File: config.mk
export PLATFORM = sky130hd
export DESIGN_NAME = comparador_serial_id
export DESIGN_NICKNAME = d
export VERILOG_FILES = /design/src/rtl/comparador_serial_id.sv
export SDC_FILE = /design/constraint.sdc
export NUM_CORES = 1
export LEC_CHECK = 0
export ABC_CLOCK_PERIOD_IN_PS = 4100
export BUFFER_PORTS_ARGS = -buffer_cell sky130_fd_sc_hd__buf_4
export CORE_ASPECT_RATIO = 0.7
export CORE_MARGIN = 3
export CORE_UTILIZATION = 59
export CTS_CLUSTER_DIAMETER = 30
export CTS_CLUSTER_SIZE = 20
export DETAILED_ROUTE_END_ITERATION = 10
export HOLD_SLACK_MARGIN = 0.06
export MAX_ROUTING_LAYER = met4
export PLACE_DENSITY_LB_ADDON = 0.12
export SETUP_SLACK_MARGIN = 0.2
export SYNTH_ARGS = -nofsm -noshare
export SYNTH_HDL_FRONTEND = slang
export SYNTH_SLANG_ARGS = --single-unit
File: constraint.sdc
create_clock -name clk -period 4.1 [get_ports clk]
set_clock_uncertainty 0.05 [all_clocks]
set_input_delay 0.82 -clock clk [delete_from_list [all_inputs] [get_ports clk]]
set_output_delay 0.82 -clock clk [all_outputs]
set_load 0.05 [all_outputs]
File: src/rtl/comparador_serial_id.sv
// Bit-serial magnitude comparator, MSB first, unsigned or two's-complement.
// A two-flop (m,n) chain carries the equal/greater/less decision across bits.
module comparador_serial_id #(
  parameter int unsigned WIDTH      = 8,
  parameter int unsigned EARLY_EXIT = 1
) (
  input  logic             clk,
  input  logic             rst_n,
  input  logic             start,
  input  logic [WIDTH-1:0] a,
  input  logic [WIDTH-1:0] b,
  input  logic             signed_mode,
  output logic             busy,
  output logic             done,
  output logic             gt,
  output logic             lt,
  output logic             eq
);

  localparam int unsigned IdxW = $clog2(WIDTH);
  localparam logic [IdxW-1:0] IdxMsb = IdxW'(WIDTH - 1);

  typedef enum logic [1:0] {StIdle, StScan, StDone} state_e;

  state_e          state_q, state_d;
  logic [WIDTH-1:0] a_q, a_d, b_q, b_d;
  logic            sgn_q, sgn_d;
  logic            m_q, m_d, n_q, n_d;
  logic [IdxW-1:0] idx_q, idx_d;
  logic            gt_q, gt_d, lt_q, lt_d, eq_q, eq_d;

  logic ai, bi, m_upd, n_upd;

  always_comb begin
    ai = a_q[idx_q];
    bi = b_q[idx_q];
    // Swapping the sign bits turns an unsigned compare into a signed one.
    if (sgn_q && (idx_q == IdxMsb)) begin
      ai = b_q[idx_q];
      bi = a_q[idx_q];
    end
    m_upd = ~n_q | (m_q & (ai | ~bi));
    n_upd = ~m_q | (n_q & (~ai | bi));
  end

  always_comb begin
    state_d = state_q;
    a_d     = a_q;
    b_d     = b_q;
    sgn_d   = sgn_q;
    m_d     = m_q;
    n_d     = n_q;
    idx_d   = idx_q;
    gt_d    = gt_q;
    lt_d    = lt_q;
    eq_d    = eq_q;
    unique case (state_q)
      StIdle: begin
        if (start) begin
          a_d     = a;
          b_d     = b;
          sgn_d   = signed_mode;
          m_d     = 1'b1;
          n_d     = 1'b1;
          idx_d   = IdxMsb;
          state_d = StScan;
        end
      end
      StScan: begin
        m_d = m_upd;
        n_d = n_upd;
        if ((idx_q == '0) || ((EARLY_EXIT != 0) && !(m_upd && n_upd))) begin
          gt_d    = m_upd & ~n_upd;
          lt_d    = ~m_upd & n_upd;
          eq_d    = m_upd & n_upd;
          state_d = StDone;
        end else begin
          idx_d = idx_q - 1'b1;
        end
      end
      StDone: state_d = StIdle;
      default: state_d = StIdle;
    endcase
  end

  always_ff @(posedge clk or negedge rst_n) begin
    if (!rst_n) begin
      state_q <= StIdle;
      a_q     <= '0;
      b_q     <= '0;
      sgn_q   <= 1'b0;
      m_q     <= 1'b1;
      n_q     <= 1'b1;
      idx_q   <= IdxMsb;
      gt_q    <= 1'b0;
      lt_q    <= 1'b0;
      eq_q    <= 1'b0;
    end else begin
      state_q <= state_d;
      a_q     <= a_d;
      b_q     <= b_d;
      sgn_q   <= sgn_d;
      m_q     <= m_d;
      n_q     <= n_d;
      idx_q   <= idx_d;
      gt_q    <= gt_d;
      lt_q    <= lt_d;
      eq_q    <= eq_d;
    end
  end

  assign busy = (state_q == StScan);
  assign done = (state_q == StDone);
  assign gt   = gt_q;
  assign lt   = lt_q;
  assign eq   = eq_q;

endmodule

==> results of run 1 <==
-- metal layers --
layer,GRT usage [%],vias to the layer above
met4,6.20,0
met5,-,-
met3,6.10,4
met2,34.4,40
li1,-,479
met1,27.7,516
-- cells in the final DEF (no fill, tap or decap), types with 2 or more instances in the layout --
| cell | count |
|---|---|
| mux2i_1 | 4 |
| buf_4 | 24 |
| xnor2_1 | 5 |
| dfstp_2 | 5 |
| or3b_1 | 2 |
| inv_1 | 6 |
| a21o_1 | 2 |
| mux2_1 | 2 |
| mux2_2 | 19 |
| mux4_2 | 3 |
| mux4_1 | 2 |
| dfrtp_1 | 22 |
| nor3_1 | 4 |
| nor2_1 | 10 |
| clkbuf_4 | 3 |
| nand2_1 | 5 |
| ha_1 | 3 |
-- where the power goes --
part	switching (mW)	total, mW	internal [mW]	leakage (nW)
clock network	0.0812	0.119	0.0374	0.0139
logic	0.350	0.714	0.364	0.450
registers	0.146	0.553	0.407	0.314
total	0.577	1.39	0.809	0.778
-- registers in the layout, indices dropped and copies added (netlist names) --
register and count:
a_q 8, b_q 8, idx_q 3, state_q 2
eq 1, gt 1, lt 1, m_q 1
n_q 1, sgn_q 1
-- kinds of logic after synthesis --
kind of cell	count (synthesis)	share of synthesized area [%]
multiplexers	30	27.0
flip-flops	27	46.5
buffers and inverters	10	3.07
XOR/XNOR	5	2.98
adder cells (fa/ha/maj)	3	2.56
AO/OA/AOI/OAI	14	7.50
AND/OR/NAND/NOR	29	10.4
-- final timing paths --
check	end	slack, ns
worst min-delay path	state_q[0]	0.32
max in group asynchronous	idx_q[1]	3.37
worst max-delay path	eq	1.59
worst min register to register	gt	0.45
worst max register to register	eq	1.59
min in group clk	gt	0.45
-- area by class of cell --
cell class                      instances  area, um^2  share of cell area, %
Multi-Input combinational cell         81         741                   43.6
Sequential cell                        27         682                   40.1
Timing Repair Buffer                   24         180                   10.6
Tap cell                               32        40.0                   2.36
Inverter                                7        26.3                   1.55
Clock buffer                            3        22.5                   1.33
Clock inverter                          1        7.51                  0.442
-- worst max-delay path, stage by stage, from the launching register on --
cell and delay [ns]:
dfstp_2 0.77, mux4_1 0.66, xnor2_1 0.17, nor3_2 0.30
o21ai_1 0.21, a211oi_1 0.27
-- metrics by stage --
stage | total power, mW | cell area [um^2] | hold slack (ns) | utilization [%] | instances
2_1_floorplan | 1.09 | 1470 | 0.422 | - | 118
3_3_place_gp | 1.23 | 1670 | 0.417 | 73.9 | 171
3_5_place_dp | 1.27 | 1670 | 0.421 | 73.9 | 171
4_1_cts | 1.39 | 1700 | 0.315 | 75.2 | 175
5_1_grt | 1.48 | 1700 | 0.313 | 75.2 | 175
6_report | 1.39 | 1700 | 0.317 | 75.2 | 175
==> results.md, run 1 <==
- Met1 wire length: about 1300 um
- Worst slack at placement: roughly 1.5 ns
- Crit end category: flip-flop
- Max IR drop VDD: about 0.44 mV
- Wire length on met2: 1350 um
- Die Height: between 40 and 50 um
- CP arrival: 2.72 ns
- Share of cells above drive strength 1: around two fifths
- Final worst path period need: 2.51 ns
- Antenna violations before repair: 0
- Power per cell area: approximately 820 nW/um^2
- Final hold violations: 0
- R2r worst-path depth: 5
- Clock Path Buffers: 2
- Total number of vias: slightly above 1000
- Endpoints failing setup: 0
- Final Max Tran Viols: 0
- WL/cell: about 16 um
- Crit path kind: reg -> reg
- Antenna fix cells: 0
- # clock sinks: 27
- Worst reg2reg startpoint: idx_q[0]
- Routed WL: 2870 um
- Max_slew headroom: around 17%
- FMAX: between 0.3 and 0.4 GHz
- Post-Synthesis Cells: about 120
- H-tree Lvls: 1
- Post-Syn Nets: roughly 140
- Vias in the first global route: just under 1000
- TritonCTS Buffers: 3
- Seq cells post-synth: 27
- Total track usage: between 20% and 30%
- Final nets: ~170
- Setup TNS: 0 ns
- 1st-iter DRT viols: 67
- Most frequent cell after synthesis: dfrtp_1
- I/O Pins: 25
- Die Wd: 65.6 um
- Clk Latency, worst-skew pair: about 0.34 ns
- Initial Utilization: around 65%
- Critical Path RT: approximately 4.3 ns
- Router iterations before antenna repair: 4
- Async set-reset flop share out of synthesis: between 90% and 100%
- Residual DRC: 0
- Final period utilization: around three fifths
- Area contributors post-synth: dfrtp_1 (38%), mux2_2 (15%), dfstp_2 (9.0%)
- Outcome: finished, final reports clean
- EDFF count, synth: 0
- Slew @ Worst Pin: approximately 1.2 ns
- Root buf cell: clkbuf_4
- Yosys cell types: 38
- Area leader, netlist: dfrtp_1
- Routed length on met3: roughly 170 um
- Share of the synthesized area in the top cell type: 37.5%
- Hold Buf Count CTS: 0
- CP Launch Type: flip-flop
- Core area: 2260 um^2
- Post-CTS resize count: 0
- Largest net degree at the start of global routing: 28
- Critical-path maximum fanout: 14
- Clock Pin Slew Worst Setup and Hold Paths: approximately 0.15 ns
- # Post-CTS Setup Buffers: 0
- Highest routed layer: met4
- # rows: 14
- Dpl hpwl: approximately 2200 um
- Most frequent cells after synthesis: dfrtp_1 (22), mux2_2 (19), nor2_1 (10), inv_1 (6)
- Primary FF master, synth: dfrtp_1
- Post-route setup slack: between 1.5 and 2 ns
- Routability cong.: roughly 1
- DIE AREA: around 3100 um^2
- Layout area overhead: 15.8%
- Syn_area_per_cell: between 10 and 15 um^2
- RSZ-0062 raised after global routing: no
- Filler instances: 156
- Vias per cell: roughly 5.9
- CTS tree: done
- Yosys warnings: 0
- GR Overflow Total: 0
- CP startpoint: idx_q[0]
- Max Cap Viol: 0
- HP Class: in -> async
- Number of nets with antenna violations after routing: 0
- First-pass GRT wire length: ~4700 um
- Port bufs: 24
- Static leakage: 0.778 nW
- Post-Syn Area: 1470 um^2
- Sequential-to-total area share from yosys stat: between 40% and 50%
Note: power is estimated with default switching activity, not from simulation.
==> inputs of run 2 (changes only) <==
--- a/config.mk
+++ b/config.mk
@@ -5,11 +5,12 @@
 export SDC_FILE = /design/constraint.sdc
 export NUM_CORES = 1
 export LEC_CHECK = 0
-export ABC_CLOCK_PERIOD_IN_PS = 4100
+export ABC_AREA = 1
+export ABC_CLOCK_PERIOD_IN_PS = 2500
 export BUFFER_PORTS_ARGS = -buffer_cell sky130_fd_sc_hd__buf_4
 export CORE_ASPECT_RATIO = 0.7
 export CORE_MARGIN = 3
-export CORE_UTILIZATION = 59
+export CORE_UTILIZATION = 54
 export CTS_CLUSTER_DIAMETER = 30
 export CTS_CLUSTER_SIZE = 20
 export DETAILED_ROUTE_END_ITERATION = 10
==> constraint.sdc (replaced) <==
create_clock -name clk -period 2.5 [get_ports clk]
set_clock_uncertainty 0.05 [all_clocks]
set_input_delay 0.5 -clock clk [delete_from_list [all_inputs] [get_ports clk]]
set_output_delay 0.5 -clock clk [all_outputs]
set_load 0.05 [all_outputs]
==> results.md, run 2 <==
- Outcome: finished, final reports clean
- Most frequent cells in the layout: nand2_1 (83), buf_4 (25), nand3_1 (22), dfrtp_1 (22), inv_1 (14)
- Slew @ Worst Pin: 0.444 ns (-0.788 ns)
- Final Max Tran Viols: 0 (unchanged)
- Post-Layout Cell Count: 238 (+36%)
- Max_slew headroom: 70.2% (+53 points)
- FMAX: 0.491 GHz (+24%)
- I/O Pins: 25 (unchanged)
- Vias per cell: 4.96 (-16%)
- Initial Utilization: 59.8% (-5.1 points)
- Clock Pin Slew Worst Setup and Hold Paths: 0.15 ns (about the same)
- Area contributors post-synth: dfrtp_1 (40%), nand2_1 (23%), dfstp_2 (9.6%)
- Critical path's most frequent cell: nand2_1
- Most frequent cells after synthesis: nand2_1 (83), dfrtp_1 (22), nand3_1 (22), inv_1 (14), o21ai_0 (7)
- Worst path slowest cell: dfstp_2
- DP Cell Count: 233 (+36%)
- Final hold violations: 0 (unchanged)
- Core area: 2280 um^2 (+0.77%)
- 1st-iter DRT viols: 83 (+24%)
- Max Cap Viol: 0 (unchanged)
- Setup TNS: 0 ns (unchanged)
- Crit path cell chain: ha_1 > nand2_1 > nor2_1 > nand3_1 > nand3_1 > nand2_1 > nand2_1 > nand2_2 > nand3_2 > nand2_2 > nand2_1 > nand2_1
- Critical-path maximum fanout: 12 (-2)
- Post-Syn Nets: 203 (+44%)
- Port bufs: 24 (unchanged)
- Critical Path RT: 2.68 ns (-1.62 ns)
- Clk Latency, worst-skew pair: 0.34 ns (about the same)
- Crit end category: flip-flop
- EDFF count, synth: 0 (unchanged)
- HP Class: in -> reg
- Seq cells post-synth: 27 (unchanged)
- Commonest non-fill, non-tap cell in the layout: nand2_1
- Endpoints failing setup: 0 (unchanged)
- Primary FF master, synth: dfrtp_1
- CTS tree: done
- Sequential-to-total area share from yosys stat: 50.0% (+3.6 points)
- Yosys warnings: 0 (unchanged)
- Hold Buf Count CTS: 1 (+1)
- Final Core Density: 70.4% (-4.8 points)
- Yosys cell types: 17 (-55%)
- Antenna violations before repair: 0 (unchanged)
- Share of the synthesized area in the top cell type: 40.4% (+2.9 points)
- Dpl hpwl: 2180 um (+0.72%)
- H-tree Lvls: 1 (unchanged)
- Slowest cell delay on critical path: 0.70 ns (-0.07 ns)
- Die Height: 48.0 um (+0.62%)
- Antenna fix cells: 0 (unchanged)
- # clock sinks: 27 (unchanged)
- # rows: 14 (unchanged)
- RSZ-0062 raised after global routing: no
- Post-Syn Area: 1360 um^2 (-7.2%)
- Async set-reset flop share out of synthesis: 100% (unchanged)
- Max IR drop VDD: 0.574 mV (+29%)
- Number of nets with antenna violations after routing: 0 (unchanged)
- Total track usage: 20.5% (-1.1 points)
- Final period utilization: 81.4% (+20 points)
- Largest net degree at the start of global routing: 28 (unchanged)
- Crit path kind: reg -> reg
- TritonCTS Buffers: 3 (unchanged)
- Total number of vias: 1181 (+14%)
- Post-CTS resize count: 0 (unchanged)
- Post-Synthesis Cells: 180 (+53%)
- Residual DRC: 0 (unchanged)
- Top flop regs: a_q x8, b_q x8, idx_q x3
- CP Launch Type: flip-flop
- Die Wd: 66.0 um (+0.66%)
- Router iterations before antenna repair: 4 (unchanged)
- First-pass GRT wire length: 4620 um (-1.7%)
- # Post-CTS Setup Buffers: 0 (unchanged)
- Static leakage: 0.903 nW (+16%)
- Routability cong.: 0.941 (-7.2%)
- Power per cell area: 1370 nW/um^2 (+68%)
- Syn_area_per_cell: 7.57 um^2 (-39%)
- Layout area overhead: 17.7%
- Vias in the first global route: 1033 (+4.2%)
- Most frequent cell after synthesis: nand2_1
- Clock Path Buffers: 2 (unchanged)
- GR Overflow Total: 0 (unchanged)
- Final nets: 230 (+38%)
- Final worst path period need: 2.04 ns (-0.478 ns)
- Root buf cell: clkbuf_4
- CP arrival: 2.22 ns (-0.50 ns)
- WL/cell: 12.1 um (-26%)
- DIE AREA: 3170 um^2 (+1.3%)
- Share of cells above drive strength 1: 21.4% (-20 points)
- Routed WL: 2890 um (+0.77%)
- Area leader, netlist: dfrtp_1
[run 2: cell types whose count changed in the layout (fill, tap and decap cells not counted), sizes merged, moves of 9 or more]
| cell | change |
|---|---|
| nand2 | +84 |
| nand3 | +22 |
| mux2 | -21 |
| inv | +9 |
[run 2: path summary, 6_finish.rpt]
kind                       slack, ns     end  cells after the start     start
setup / recovery                0.46      lt                     12  idx_q[0]
hold / removal                  0.30  a_q[7]                      3      a[7]
setup reg to reg                0.46      lt                     12  idx_q[0]
hold reg to reg                 0.44      gt                      2        gt
max in group asynchronous       1.55     m_q                      2     rst_n
min in group asynchronous       0.53  a_q[2]                      2     rst_n
[run 2: area by class of cell]
type | count | area [um^2]
multi-input cells | 131 | 591
inverters | 18 | 67.6
flip-flops and latches | 27 | 682
repair buffers | 26 | 198
clock buffers | 4 | 26.3
well taps | 32 | 40.0
fillers | 190 | 673
[run 2: kinds of logic (layout without fill, tap and decap cells)]
group	count (synthesis)	count (layout)	synth area share, %
buffers and inverters	22	48	6.61
adder cells (fa/ha/maj)	3	3	2.76
flip-flops	27	27	50.0
AO/OA/AOI/OAI	9	9	3.58
AND/OR/NAND/NOR	119	119	37.0
[run 2: report_power, final]
group | total (mW) | internal, mW | switching, mW
logic | 1.17 | 0.394 | 0.773
registers | 0.836 | 0.672 | 0.163
clock network | 0.194 | 0.0628 | 0.131
total | 2.20 | 1.13 | 1.07
[run 2: critical path: cells and delay by family (launching register included)]
kind                       cells  cell delay [ns]
adders and majority gates      1             0.19
DFF                            1             0.70
and+or+nand+nor               11             1.01
[run 2: stage by stage]
step | setup slack [ns] | hold WS, ns | instance area (um^2) | power (mW)
after global routing | 0.305 | 0.292 | 1600 | 2.39
after floorplan | 0.795 | 0.154 | 1360 | 1.72
final | 0.465 | 0.298 | 1600 | 2.20
after CTS | 0.484 | 0.298 | 1600 | 2.20
after detailed placement | 0.517 | 0.382 | 1570 | 2.01
after global placement | 0.632 | 0.373 | 1570 | 1.95
[run 2: per-layer routing]
metal / wire length (um) / global-route usage (%)
met2: 1370 / 34.1
met1: 1310 / 26.0
met3: 197 / 5.87
met4: 14 / 2.83
met5: 0 / -
